--- config.mk ---
export PLATFORM = sky130hd
export DESIGN_NAME = reg_writeback
export DESIGN_NICKNAME = d
export VERILOG_FILES = /design/src/rtl/reg_writeback.sv
export SDC_FILE = /design/constraint.sdc
export NUM_CORES = 1
export LEC_CHECK = 0
export ABC_AREA = 1
export CORE_ASPECT_RATIO = 0.9
export CORE_UTILIZATION = 45
export DETAILED_ROUTE_END_ITERATION = 10
export PLACE_DENSITY = 0.67
export SLEW_MARGIN = 20
export SYNTH_ARGS = -nofsm -noshare
export SYNTH_HDL_FRONTEND = slang
export SYNTH_SLANG_ARGS = --single-unit
--- constraint.sdc ---
create_clock -name clk -period 3.8 [get_ports clk]
set_input_delay 0.95 -clock clk [delete_from_list [all_inputs] [get_ports clk]]
set_output_delay 0.95 -clock clk [all_outputs]
set_load 0.1 [all_outputs]
--- src/rtl/reg_writeback.sv ---
// Merges non-stallable load results and back-pressured ALU results onto one register-file write port.
// Latency: 1 cycle from selection to we/dst/data; deferred ALU results wait in a DEPTH-entry FIFO.
// Backpressure: alu_ready = registered occupancy < DEPTH; loads always win and are never stalled.
// Optional: define WB_R0_ZERO_EN to make register 0 read-as-zero (writes consumed but suppressed).
module reg_writeback #(
   parameter int DEPTH = 4,
   parameter int PTR_W = 2
) (
   input  logic             clk,
   input  logic             rst_n,
   input  logic             alu_valid,
   output logic             alu_ready,
   input  logic [3:0]       alu_dst,
   input  logic [7:0]       alu_data,
   input  logic             mem_valid,
   input  logic [3:0]       mem_dst,
   input  logic [7:0]       mem_data,
   output logic             we,
   output logic [3:0]       dst,
   output logic [7:0]       data,
   input  logic [3:0]       fwd_src,
   output logic             fwd_hit,
   output logic [7:0]       fwd_data,
   output logic [PTR_W:0]   pend_cnt
);

   localparam logic [PTR_W:0] FULL = (PTR_W+1)'(DEPTH);

   logic [3:0]       q_dst [DEPTH];
   logic [7:0]       q_dat [DEPTH];
   logic [PTR_W-1:0] head;
   logic [PTR_W-1:0] tail;
   logic [PTR_W:0]   cnt;

   logic             acc;
   logic             fifo_ne;
   logic             pop;
   logic             bypass;
   logic             push;
   logic             sel_vld;
   logic [3:0]       sel_dst;
   logic [7:0]       sel_data;
   logic             wr_en;

   // Ready depends only on the start-of-cycle count, so a full FIFO stays closed even while popping.
   assign alu_ready = (cnt < FULL);
   assign pend_cnt  = cnt;

   assign acc     = alu_valid & alu_ready;
   assign fifo_ne = (cnt != '0);
   assign pop     = ~mem_valid & fifo_ne;
   assign bypass  = ~mem_valid & ~fifo_ne & acc;
   assign push    = acc & ~bypass;

   // Write-port arbitration: load, then FIFO head, then direct ALU bypass.
   always_comb begin
      sel_vld  = 1'b0;
      sel_dst  = mem_dst;
      sel_data = mem_data;
      if (mem_valid) begin
         sel_vld = 1'b1;
      end else if (fifo_ne) begin
         sel_vld  = 1'b1;
         sel_dst  = q_dst[head];
         sel_data = q_dat[head];
      end else if (acc) begin
         sel_vld  = 1'b1;
         sel_dst  = alu_dst;
         sel_data = alu_data;
      end
   end

`ifdef WB_R0_ZERO_EN
   assign wr_en = sel_vld & (sel_dst != 4'd0);
`else
   assign wr_en = sel_vld;
`endif

   // Output register; address/data hold when no write is issued.
   always_ff @(posedge clk or negedge rst_n) begin
      if (!rst_n) begin
         we   <= 1'b0;
         dst  <= 4'd0;
         data <= 8'd0;
      end else begin
         we <= wr_en;
         if (wr_en) begin
            dst  <= sel_dst;
            data <= sel_data;
         end
      end
   end

   // FIFO storage, pointers and occupancy; reset discards every pending entry.
   always_ff @(posedge clk or negedge rst_n) begin
      if (!rst_n) begin
         head <= '0;
         tail <= '0;
         cnt  <= '0;
         for (int i = 0; i < DEPTH; i++) begin
            q_dst[i] <= 4'd0;
            q_dat[i] <= 8'd0;
         end
      end else begin
         if (push) begin
            q_dst[tail] <= alu_dst;
            q_dat[tail] <= alu_data;
            tail        <= tail + 1'b1;
         end
         if (pop) begin
            head <= head + 1'b1;
         end
         if (push && !pop) begin
            cnt <= cnt + 1'b1;
         end else if (pop && !push) begin
            cnt <= cnt - 1'b1;
         end
      end
   end

   // Forwarding: output register first, then FIFO oldest to youngest so the youngest match wins.
   always_comb begin
      logic [PTR_W:0]   off;
      logic [PTR_W-1:0] idx;
      fwd_hit  = 1'b0;
      fwd_data = 8'd0;
      off      = '0;
      idx      = '0;
      if (we && (dst == fwd_src)) begin
         fwd_hit  = 1'b1;
         fwd_data = data;
      end
      for (int i = 0; i < DEPTH; i++) begin
         off = (PTR_W+1)'(i);
         idx = head + off[PTR_W-1:0];
         if ((off < cnt) && (q_dst[idx] == fwd_src)) begin
            fwd_hit  = 1'b1;
            fwd_data = q_dat[idx];
         end
      end
`ifdef WB_R0_ZERO_EN
      if (fwd_src == 4'd0) begin
         fwd_hit  = 1'b0;
         fwd_data = 8'd0;
      end
`endif
   end

endmodule

==> results.ini <==
[status]
status = finished, violations left
violations = design-rule violations

[floorplan]
rows = 35
coreArea_um2 = 10400
dieArea_um2 = 11300
die_w_um = 112
initial_core_util_pct = 47.1
io-pin-count = 58
die_y_um = 101

[logic_synthesis]
syn_area_um2 = 4890
synth_fp_nets = 793
synthFlopType = dfrtp_1
synth_edf_count = 0
synthDistinctLibCells = 34
synth_cells = 753
yosys_warnings = 0
postSynthAreaPerCell_um2 = 6.49
ys_seq_area_share_pct = 34.8
synthArstFlopShare_pct = 100
synth-seq-cells = 68

[detailed_routing]
antenna_left = 0
dr.pass1.iters = 8
drtIter0Drc = 509
drcViolationCount = 11
avgViaCountPerCell = 5.22
wl_per_cell_um = 14.5
vias = 4918
drt_wl_total_mm = 13.7

[placed_design]
place_congestion = 0.901
dp_hpwl_mm = 10.3
portBuffers = 57
dpl_cell_area_um2 = 5600
dp.cells = 917

[timing]
max_slew.worst_pin.slew_ps = 971
hold_violations = 0
timing.final.crit_share_pct = 95.4
setup_viol = 0
maxSlewHeadroom_pct = 35.0
timing.hold.ws_ps = 487
slew_viol_final = 0
timing.setup.tns_ps = 0
period_needed_ps = 3630
rsz0062_at_grt = no
finalClockSkew_ps = 5.64
max_freq_mhz = 276

[cts]
cts_sinks = 68
cts_hold_buf = 0
clkTransAtPathRegs_ps = 60
htree_levels = 3
cts_tree = yes
cts_made_buffers = 9
clk_latency_ps = 340
cts-root-buf = clkbuf_16
cts_max_path_buffers = 2

[global_routing]
antenna_found_initial = 0
grt_pass1_wl_mm = 21.9
grt_pass1_vias = 4249
grt-ovfl-total = 0
grt_max_degree = 50
grt.total_usage_pct = 25.2

[run]
drv_cap = 0

[setup_path]
worst-setup-path-type = primary input to output pin
critPathMaxFanout = 9
cp.required_ps = 2850
critPathLaunchType = primary input
end_kind = output pin
crit_arrival_ps = 2680

[final_layout]
antenna_cells = 0
finalInstanceArea_um2 = 6060
nets = 848
drive_gt1_share_pct = 9.84
fin_cells = 942
area_growth_pct = 24.0
fillers = 1004

[hold_path]
hold_path.class = flip-flop to flip-flop

-- synthesized netlist by cell type, drive strengths merged (2+ instances only) --
cell type | instances | area [µm²]
a21oi | 18 | 90.1
a31oi | 7 | 43.8
buf | 17 | 143
clkbuf | 17 | 63.8
clkinv | 2 | 7.51
dfrtp | 68 | 1700
ha | 8 | 100
inv | 66 | 253
nand2 | 290 | 1110
nand3 | 42 | 235
nand4 | 17 | 106
nor2 | 65 | 289
o211ai | 3 | 22.5
o21ai | 114 | 574
o22a | 3 | 26.3
o22ai | 2 | 12.5
or2 | 6 | 37.5
xor2 | 4 | 35.0
-- cell type report --
cell class,instances,area (µm²),share of cell area (%)
Clock inverter,5,83.8,1.38
Multi-Input combinational cell,584,2750,45.4
Tap cell,129,161,2.66
Inverter,68,268,4.42
Timing Repair Buffer,77,836,13.8
Clock buffer,11,253,4.17
Sequential cell,68,1710,28.2
-- worst max-delay path: stages --
cell and delay (ps):
clkdlybuf4s50_1 470, inv_1 80, nand3_1 100, nand2_1 90, nor2_4 220, nand3_4 150, nand2_1 90, nand3_1 70
nand2_1 80, nand2_1 50, nand2_1 120, buf_12 190
-- final timing paths --
check                      slack (ps)  depth (start not counted)         from     endpoint
max                               170                         12   fwd_src[2]  fwd_data[2]
min                               490                          2    q_dat[21]    q_dat[21]
max reg2reg                      1370                          9  pend_cnt[0]    q_dat[31]
min reg2reg                       490                          2    q_dat[21]    q_dat[21]
max in group asynchronous        2430                          2        rst_n    q_dat[20]
min in group asynchronous         700                          1        rst_n  pend_cnt[0]
-- metal layers --
layer	track usage, %	share of wire, %	wire length (µm)	vias to the layer above
met5	0	0	0	-
met4	6.86	0.80	110	0
met3	5.17	6.1	836	10
met2	33.8	39	5390	142
met1	39.8	54	7370	2228
li1	-	-	-	2538
-- what timing repair did --
item                                   CTS  global route
gates resized for setup                  1            12
endpoints found under the hold margin    0             0
buffers inserted                         0             8
cloned                                   0             1
setup endpoints to repair                1             9
pin swaps                                0             3
-- logic make-up (layout without fill, tap and decap cells) --
group	count (synthesis)	in the layout	share of synthesized area, %
buffers and inverters	102	161	9.55
and+or+nand+nor	422	423	36.7
adders and majority gates	8	8	2.05
DFF	68	68	34.8
xor gates and xnor gates	4	4	0.717
AOI/OAI and AO/OA	149	149	16.2
-- placed cells by master (no fill, tap or decap), types with 11 or more instances in the layout --
cell | synthesis | final
a21oi_1 | 18 | 18
nor2_1 | 57 | 57
nand3_1 | 40 | 40
inv_1 | 62 | 61
nand2_1 | 284 | 284
buf_12 | 0 | 11
dfrtp_1 | 68 | 65
clkdlybuf4s50_1 | 0 | 43
buf_4 | 3 | 19
o21ai_0 | 109 | 108
nand4_1 | 17 | 17
-- per-stage QoR --
| stage | setup slack [ps] | utilization [%] |
|---|---|---|
| 2_1_floorplan | 46.1 | - |
| 4_1_cts | 28.9 | 57.2 |
| 5_1_grt | 43.8 | 58.4 |
| 3_3_place_gp | 25.4 | 53.9 |
| 3_5_place_dp | 44.0 | 53.9 |
| 6_report | 174 | 58.4 |
-- sequential cells by signal, indices dropped and copies added (netlist names) --
name and cells:
tail 2, head 2, q_dat 32, data 8, pend_cnt 3, q_dst 16, we 1, dst 4
Power is not shown: default switching activity piles up to over one toggle a cycle in this logic, so the estimate is an artifact.
